File: src/rtl/rf_scoreboard_if.sv
// Bundle of the register-file ports: decode read ports, writeback write
// port, issue marking and the raw pending vector.
interface rf_scoreboard_if #(
  parameter int DATA_W = 16,
  parameter int ADDR_W = 2,
  parameter int NRD    = 2
);
  localparam int DEPTH = 1 << ADDR_W;

  logic [NRD*ADDR_W-1:0] rd_addr;
  logic [NRD*DATA_W-1:0] rd_data;
  logic [NRD-1:0]        rd_busy;
  logic                  wr_en;
  logic [ADDR_W-1:0]     wr_addr;
  logic [DATA_W-1:0]     wr_data;
  logic                  iss_en;
  logic [ADDR_W-1:0]     iss_addr;
  logic [DEPTH-1:0]      busy_vec;

  // Pipeline side: drives addresses, writes and issues.
  modport master (
    output rd_addr, wr_en, wr_addr, wr_data, iss_en, iss_addr,
    input  rd_data, rd_busy, busy_vec
  );

  // Register file side.
  modport slave (
    input  rd_addr, wr_en, wr_addr, wr_data, iss_en, iss_addr,
    output rd_data, rd_busy, busy_vec
  );
endinterface

File: src/rtl/rf_scoreboard.sv
// Multi-port register file with same-cycle write bypass and a per-register
// pending bit used by decode to stall on RAW hazards.
module rf_scoreboard #(
  parameter int DATA_W   = 16,
  parameter int ADDR_W   = 2,
  parameter int NRD      = 2,
  parameter bit ZERO_REG = 1'b0,
  parameter bit BYPASS   = 1'b1
) (
  input  logic            clk,
  input  logic            reset_n,
  rf_scoreboard_if.slave  rf
);
  localparam int DEPTH = 1 << ADDR_W;

  logic [DATA_W-1:0] mem_reg [DEPTH];
  logic [DEPTH-1:0]  pend_reg;
  logic [DEPTH-1:0]  pend_next;
  logic [DEPTH-1:0]  wr_hit;
  logic [DEPTH-1:0]  iss_hit;

  // Per-entry decode; with ZERO_REG the zero register never accepts anything.
  for (genvar gi = 0; gi < DEPTH; gi++) begin : g_entry
    localparam bit HARD_ZERO = ZERO_REG && (gi == 0);

    assign wr_hit[gi]  = !HARD_ZERO && rf.wr_en  && (rf.wr_addr  == ADDR_W'(gi));
    assign iss_hit[gi] = !HARD_ZERO && rf.iss_en && (rf.iss_addr == ADDR_W'(gi));

    // A new issue to the same register wins over the retiring writeback.
    assign pend_next[gi] = iss_hit[gi] ? 1'b1 :
                           wr_hit[gi]  ? 1'b0 : pend_reg[gi];
  end

  always_ff @(posedge clk) begin
    if (!reset_n) begin
      for (int k = 0; k < DEPTH; k++) begin
        mem_reg[k] <= '0;
      end
      pend_reg <= '0;
    end else begin
      for (int k = 0; k < DEPTH; k++) begin
        if (wr_hit[k]) begin
          mem_reg[k] <= rf.wr_data;
        end
      end
      pend_reg <= pend_next;
    end
  end

  assign rf.busy_vec = pend_reg;

  // Read ports: zero register first, then the in-flight writeback, then storage.
  for (genvar gi = 0; gi < NRD; gi++) begin : g_rd
    logic [ADDR_W-1:0] ra;
    logic              zero_hit;
    logic              byp_hit;

    assign ra       = rf.rd_addr[gi*ADDR_W +: ADDR_W];
    assign zero_hit = ZERO_REG && (ra == '0);
    assign byp_hit  = BYPASS && reset_n && rf.wr_en && (rf.wr_addr == ra);

    assign rf.rd_data[gi*DATA_W +: DATA_W] = zero_hit ? '0         :
                                             byp_hit  ? rf.wr_data : mem_reg[ra];
    assign rf.rd_busy[gi] = !zero_hit && !byp_hit && pend_reg[ra];
  end
endmodule

File: src/flat_wrapper.sv
// flat-port wrapper written by rule: the top's interface ports become plain ports
module rf_scoreboard_flat 
#(
  parameter int DATA_W   = 16,
  parameter int ADDR_W   = 2,
  parameter int NRD      = 2,
  parameter bit ZERO_REG = 1'b0,
  parameter bit BYPASS   = 1'b1
)
  (clk, reset_n, rf_rd_addr, rf_wr_en, rf_wr_addr, rf_wr_data, rf_iss_en, rf_iss_addr, rf_rd_data, rf_rd_busy, rf_busy_vec);
  rf_scoreboard_if #(.DATA_W(DATA_W), .ADDR_W(ADDR_W), .NRD(NRD)) rf_i ();
  input  logic clk;
  input  logic reset_n;
  input wire logic [$bits(rf_i.rd_addr)-1:0] rf_rd_addr;
  input wire logic [$bits(rf_i.wr_en)-1:0] rf_wr_en;
  input wire logic [$bits(rf_i.wr_addr)-1:0] rf_wr_addr;
  input wire logic [$bits(rf_i.wr_data)-1:0] rf_wr_data;
  input wire logic [$bits(rf_i.iss_en)-1:0] rf_iss_en;
  input wire logic [$bits(rf_i.iss_addr)-1:0] rf_iss_addr;
  output wire logic [$bits(rf_i.rd_data)-1:0] rf_rd_data;
  output wire logic [$bits(rf_i.rd_busy)-1:0] rf_rd_busy;
  output wire logic [$bits(rf_i.busy_vec)-1:0] rf_busy_vec;
  assign rf_i.rd_addr = rf_rd_addr;
  assign rf_i.wr_en = rf_wr_en;
  assign rf_i.wr_addr = rf_wr_addr;
  assign rf_i.wr_data = rf_wr_data;
  assign rf_i.iss_en = rf_iss_en;
  assign rf_i.iss_addr = rf_iss_addr;
  assign rf_rd_data = rf_i.rd_data;
  assign rf_rd_busy = rf_i.rd_busy;
  assign rf_busy_vec = rf_i.busy_vec;
  rf_scoreboard #(.DATA_W(DATA_W), .ADDR_W(ADDR_W), .NRD(NRD), .ZERO_REG(ZERO_REG), .BYPASS(BYPASS)) u_core (.clk(clk), .reset_n(reset_n), .rf(rf_i));
endmodule
File: config.mk
export PLATFORM = sky130hd
export DESIGN_NAME = rf_scoreboard_flat
export DESIGN_NICKNAME = d
export VERILOG_FILES = /design/src/rtl/rf_scoreboard_if.sv /design/src/rtl/rf_scoreboard.sv /design/src/flat_wrapper.sv
export SDC_FILE = /design/constraint.sdc
export NUM_CORES = 1
export LEC_CHECK = 0
export ABC_AREA = 0
export BUFFER_PORTS_ARGS = -buffer_cell sky130_fd_sc_hd__buf_2
export CORE_AREA = 2 2 95 97
export DETAILED_ROUTE_END_ITERATION = 12
export DIE_AREA = 0 0 97 99
export GPL_TIMING_DRIVEN = 0
export PLACE_DENSITY = 0.65
export SETUP_SLACK_MARGIN = 0.02
export SYNTH_ARGS = -nofsm -noshare
export SYNTH_HDL_FRONTEND = slang
export SYNTH_SLANG_ARGS = --single-unit
File: constraint.sdc
create_clock -name clk -period 2.9 [get_ports clk]
set_input_delay 0.145 -clock clk [delete_from_list [all_inputs] [get_ports clk]]
set_output_delay 0.145 -clock clk [all_outputs]
set_load 0.02 [all_outputs]
==> out/metrics.cfg, run 1 <==
[timing]
maxSlewHeadroom=0.336
finalHoldViolations=0
tightest_slew_ns=0.993
slew_violations=0
period_needed_ns=2.01
finalSetupViolCount=0
rsz0062_at_grt=false
max_freq_mhz=497
final.setup.tns_ns=0
fin_crit_sh=0.695
holdWs_ns=0.0121
clock_skew_ns=0

[final_layout]
diodes=0
largest_register_ffs=64
final_layout_size_suffix_gt1_frac=0.498
multi_input_area_mm2=0.00180
syn2layout_area_growth_pct=16.1
regArea_mm2=0.00200
nets=346
fillerInstances=709

[placed_design]
port_buffers=58
globalplace.congestion=0.765
post-dp-hpwl_um=5940

[detailed_routing]
drcViolationCount=0
wl_per_cell_um=20.9
wl_um=9010
via_count=2475
ant_nets=0
drt_pass1_iterations=4
drtIter0Drc=206
via_per_inst=5.74

[setup_path]
worstSetupEndpointType=primary output
r2r-end=u_core.rf.busy_vec[2]
start_kind=input pin
rr_worst_depth=2
rrSetupSlack_ns=2.23
critPathKind=input pin to primary output
arrival_ns=1.87
required_ns=2.76
crit_fanout=10
reg2reg_from=u_core.rf.busy_vec[2]

[floorplanning]
die-height_um=99
dieArea_mm2=0.00960
rows=34
die_x_um=97
start_util=0.461
coreArea_mm2=0.00855
pin_count=66

[synth]
synth_area_per_cell_um2=15.9
synth_adder_area_share=0
synth_top_family_by_area=multiplexers
ys_seq_area_frac=0.508
ys_types=29
synth_cells=247
ys_ff_latch=68
synthMuxAreaShare=0.294
synth_compound_area_frac=0.00953
synth_area_mm2=0.00394
synth-xor-area-share=0.00889
syn_nets=275
ys_warn_count=0
yosys.area_share.simple=0.141

[clock_network]
cts_tree=done
cts_hold_buf=0
ctsResizeCount=0
ctsLongestPathBuffers=2
cts_root_buf=clkbuf_8
htree_levels=3
cts.clk_slew.worst_paths_ns=0.07
clock_latency_ns=0.34
cts_sinks=68
post-cts-setup-buffer-count=0
cts_inserted_buffers=9

[global_routing]
grt.total_usage=0.200
antenna_found_initial=0
grt_pass1_wl_um=14200
grt_max_degree=17
grt-ovfl-total=0
grt_pass1_vias=2607

[outcome]
status=finished clean

[min_path]
hold_path.class=input pin to flop
hold_depth=2
hold_end=u_core.rf.busy_vec[2]
min_from=rf_iss_addr[0]

[power_and_ir_drop]
p_leak_nw=1.75
ir_drop_mv=0.243
power.density_mw_per_mm2=508

[job]
cap_viol_max_count=0

-- how the worst max path moves through the flow --
| stage | end | from | cells after the start |
|---|---|---|---|
| after CTS | rf_rd_data[30] | rf_rd_addr[3] | 5 |
| after floorplan | u_core.rf.busy_vec[0] | rf_wr_addr[1] | 4 |
| after detailed placement | u_core.mem_reg[1][14] | rf_wr_en | 5 |
| after global placement | u_core.rf.busy_vec[0] | rf_wr_en | 4 |
| final | rf_rd_data[30] | rf_rd_addr[3] | 5 |
| after global routing | rf_rd_data[14] | rf_rd_addr[1] | 5 |
-- final cells by class --
type                            count  share of cell area
Sequential cell                    68               0.438
Multi-Input combinational cell    159               0.393
Timing Repair Buffer               60              0.0728
Buffer                             17              0.0301
Tap cell                          108              0.0295
Clock buffer                       10              0.0279
Clock inverter                      6             0.00684
Inverter                            3             0.00246
-- kinds of logic after synthesis --
kind of cell	after synthesis
flip-flops	68
buffers and inverters	20
AND/OR/NAND/NOR	83
AO/OA/AOI/OAI	6
multiplexers	66
XOR/XNOR	4
-- power by group --
| part | total, mW | switching [mW] | internal, mW |
|---|---|---|---|
| clock network | 0.656 | 0.354 | 0.302 |
| logic | 0.484 | 0.256 | 0.227 |
| registers | 1.18 | 0.0335 | 1.15 |
-- placed cells by master, fill, tap and decap left out, types with 3 or more instances in the layout --
cell type   n
and2_1     51
and2_2     13
buf_2      60
buf_6       8
clkbuf_1    6
clkbuf_8    9
clkinv_2    3
dfxtp_1     4
edfxtp_1   64
inv_1       3
mux2_2     32
mux4_1      9
mux4_2     25
nand2_1     4
nand3_1     4
xor2_1      4
-- metrics by stage --
step	power, mW	area, um2	setup slack, ns	cells	utilization
after CTS	2.34	4570	0.883	431	0.535
after detailed placement	1.69	4410	0.813	415	0.516
after global placement	1.67	4360	-0.548	413	0.510
after global routing	2.41	4570	0.831	431	0.535
after floorplan	1.53	3940	0.711	247	-
final	2.32	4570	0.886	431	0.535
-- critical path: stages --
cell and delay [ns]:
buf_2 0.25, buf_1 0.62, mux4_2 0.42, mux2_2 0.27, buf_2 0.16
-- synthesized netlist by cell type, drive strengths merged --
cell type,instances,area [um2]
nand3b,1,7.51
nor2b,1,6.26
nand3,4,20.0
o22ai,1,6.26
and2,64,417
o32ai,1,8.76
o31ai,1,7.51
edfxtp,64,1920
nor3,3,37.5
mux2,32,360
clkbuf,5,18.8
and2b,1,8.76
xor2,4,35.0
dfxtp,4,80.1
o21ai,3,15.0
buf,12,119
nand2,5,26.3
or2b,1,8.76
nor3b,2,15.0
and4,1,8.76
mux4,34,800
inv,3,11.3
-- layer usage --
layer | wire length (um) | track usage | share of wire | vias to the layer above
met5 | 0 | 0 | 0 | -
met4 | 125 | 0.0672 | 0.014 | 0
met3 | 518 | 0.0319 | 0.058 | 8
met2 | 4510 | 0.339 | 0.50 | 88
met1 | 3850 | 0.265 | 0.43 | 1270
li1 | - | - | - | 1109
Note: power is estimated with default switching activity, not from simulation.
==> inputs of run 2 (changes only) <==
--- a/config.mk
+++ b/config.mk
@@ -11,7 +11,7 @@
 export DETAILED_ROUTE_END_ITERATION = 12
 export DIE_AREA = 0 0 97 99
 export GPL_TIMING_DRIVEN = 0
-export PLACE_DENSITY = 0.65
+export PLACE_DENSITY = 0.68
 export SETUP_SLACK_MARGIN = 0.02
 export SYNTH_ARGS = -nofsm -noshare
 export SYNTH_HDL_FRONTEND = slang
==> constraint.sdc (replaced) <==
create_clock -name clk -period 1.6 [get_ports clk]
set_input_delay 0.08 -clock clk [delete_from_list [all_inputs] [get_ports clk]]
set_output_delay 0.08 -clock clk [all_outputs]
set_load 0.02 [all_outputs]
==> out/metrics.cfg, run 2 (same netlist as run 1, synthesis figures left out) <==
[outcome]
status=complete, but fails checks  ; was finished clean
violations=negative setup slack

[setup_path]
rr_worst_depth=3  ; was 2
crit_fanout=2  ; was 10
worstSetupEndpoint=rf_rd_data[10]  ; was rf_rd_data[30]
crit_slowest_cell=mux4_2  ; was buf_1
cpPeakStageDelay_ns=0.48  ; was 0.62 ns
critPathKind=flop to primary output  ; was input pin to primary output
path_cells=mux4_2, mux2_4, buf_6  ; was buf_2, buf_1, mux4_2, mux2_2, buf_2
worstSetupEndpointType=primary output  ; unchanged
start_kind=flop  ; was input pin
reg2reg_from=u_core.rf.busy_vec[0]  ; was u_core.rf.busy_vec[2]
arrival_ns=1.65  ; was 1.87 ns
critPathLaunch=u_core.mem_reg[0][10]  ; was rf_rd_addr[3]
rrSetupSlack_ns=0.87  ; was 2.23 ns
r2r-end=u_core.rf.busy_vec[0]  ; was u_core.rf.busy_vec[2]
required_ns=1.52  ; was 2.76 ns

[min_path]
hold_path.class=input pin to flop  ; unchanged

[timing]
period_needed_ns=1.73
slew_violations=0  ; unchanged
worst_slack_ns=-0.128  ; was 0.886 ns
maxSlewHeadroom=0.243  ; was 0.336
max_freq_mhz=579
holdWs_ns=0.0137  ; was 0.0121 ns
finalSetupViolCount=32  ; was 0
fin_crit_sh=1.08
tightest_slew_ns=1.14  ; was 0.993 ns
clock_skew_ns=0  ; unchanged
rsz0062_at_grt=true  ; was false
finalHoldViolations=0  ; unchanged

[final_layout]
syn2layout_area_growth_pct=25.6  ; was 16.1%
final_cell_mix=64 x edfxtp_1, 51 x and2_1, 41 x buf_6  ; was 64 x edfxtp_1, 60 x buf_2, 51 x and2_1
fin_area_mm2=0.00495  ; was 0.00457 mm2
final_layout_size_suffix_gt1_frac=0.568  ; was 0.498
layout_commonest_cell=edfxtp_1  ; unchanged
fillerInstances=668  ; was 709
diodes=0  ; unchanged
nets=354  ; was 346
largest_register_ffs=64  ; unchanged

[detailed_routing]
wl_per_cell_um=19.9  ; was 20.9 um
ant_nets=0  ; unchanged
via_count=2435  ; was 2475
drt_pass1_iterations=4  ; unchanged
drtIter0Drc=108  ; was 206
drcViolationCount=0  ; unchanged
via_per_inst=5.55  ; was 5.74
wl_um=8760  ; was 9010 um

[clock_network]
clock_latency_ns=0.34  ; about the same
cts_tree=done  ; unchanged
cts_inserted_buffers=9  ; unchanged
ctsLongestPathBuffers=2  ; unchanged
cts.clk_slew.worst_paths_ns=0.08  ; was 0.07 ns
cts_sinks=68  ; unchanged
htree_levels=3  ; unchanged
cts_root_buf=clkbuf_8  ; unchanged

[placed_design]
port_buffers=58  ; unchanged
globalplace.congestion=0.751  ; was 0.765
post-dp-hpwl_um=5630  ; was 5940 um
dpl_cell_area_mm2=0.00439  ; was 0.00441 mm2

[floorplanning]
start_util=0.461  ; unchanged
dieArea_mm2=0.00960  ; unchanged
coreArea_mm2=0.00855  ; unchanged
die-height_um=99  ; unchanged
rows=34  ; unchanged
die_x_um=97  ; unchanged
pin_count=66  ; unchanged

[global_routing]
antenna_found_initial=0  ; unchanged
grt_pass1_wl_um=13800  ; was 14200 um
grt-ovfl-total=0  ; unchanged
grt_pass1_vias=2557  ; was 2607
grt.total_usage=0.193  ; was 0.200
grt_max_degree=18  ; was 17

[power_and_ir_drop]
p_leak_nw=1.89  ; was 1.75 nW
power.density_mw_per_mm2=975  ; was 508 mW/mm2
ir_drop_mv=0.422  ; was 0.243 mV

[job]
cap_viol_max_count=0  ; unchanged

-- run 2: metal layers --
layer,vias to the layer above,GRT usage,wire [um]
met1,1244,0.249,3740
met3,6,0.0397,396
li1,1118,-,-
met4,0,0.0639,91
met5,-,0,0
met2,67,0.328,4530
-- run 2: repair_timing --
action | 4_1_cts | 5_1_grt
buffers inserted | 3 | 4
endpoints found under the setup margin | 33 | 63
resized for setup | 92 | 10
endpoints found under the hold margin | 3 | 0
hold buffers | 2 | 0
pin swaps | 2 | 0
-- run 2: critical path, delay by kind of cell (launching register included) --
kind | cells | cell delay, ns
flip-flops | 1 | 0.40
buffers and inverters | 1 | 0.13
multiplexers | 2 | 0.78
-- run 2: final cells by class --
class,instances,area (um2),share of cell area
Sequential cell,68,2010,0.406
Multi-Input combinational cell,159,1840,0.373
Timing Repair Buffer,68,584,0.118
Buffer,17,140,0.0283
Tap cell,108,135,0.0273
Clock buffer,9,124,0.0250
Clock inverter,7,100,0.0202
Inverter,3,11.3,0.00228
-- run 2: worst min-delay path by stage --
| stage | from | to | cells after the start |
|---|---|---|---|
| 2_1_floorplan | rf_iss_addr[0] | u_core.rf.busy_vec[2] | 1 |
| 3_3_place_gp | rf_iss_addr[0] | u_core.rf.busy_vec[2] | 2 |
| 3_5_place_dp | rf_iss_addr[1] | u_core.rf.busy_vec[1] | 2 |
| 4_1_cts | rf_iss_en | u_core.rf.busy_vec[1] | 3 |
| 5_1_grt | rf_iss_en | u_core.rf.busy_vec[1] | 3 |
| 6_report | rf_iss_en | u_core.rf.busy_vec[1] | 3 |
-- run 2: metrics by stage --
stage	total power, mW	cells	setup WS (ns)	TNS (ns)	utilization
2_1_floorplan	2.77	247	0.178	0	-
3_3_place_gp	3.03	413	-0.465	-23.05	0.511
3_5_place_dp	3.05	414	-0.326	-16.22	0.513
4_1_cts	4.82	435	-0.139	-3.45	0.570
5_1_grt	4.99	439	-0.184	-4.77	0.578
6_report	4.82	439	-0.128	-3.08	0.578
-- run 2: where the power goes --
part	switching, mW	internal (mW)	total (mW)
combinational	0.504	0.592	1.10
sequential	0.0564	2.08	2.14
clock	0.706	0.885	1.59
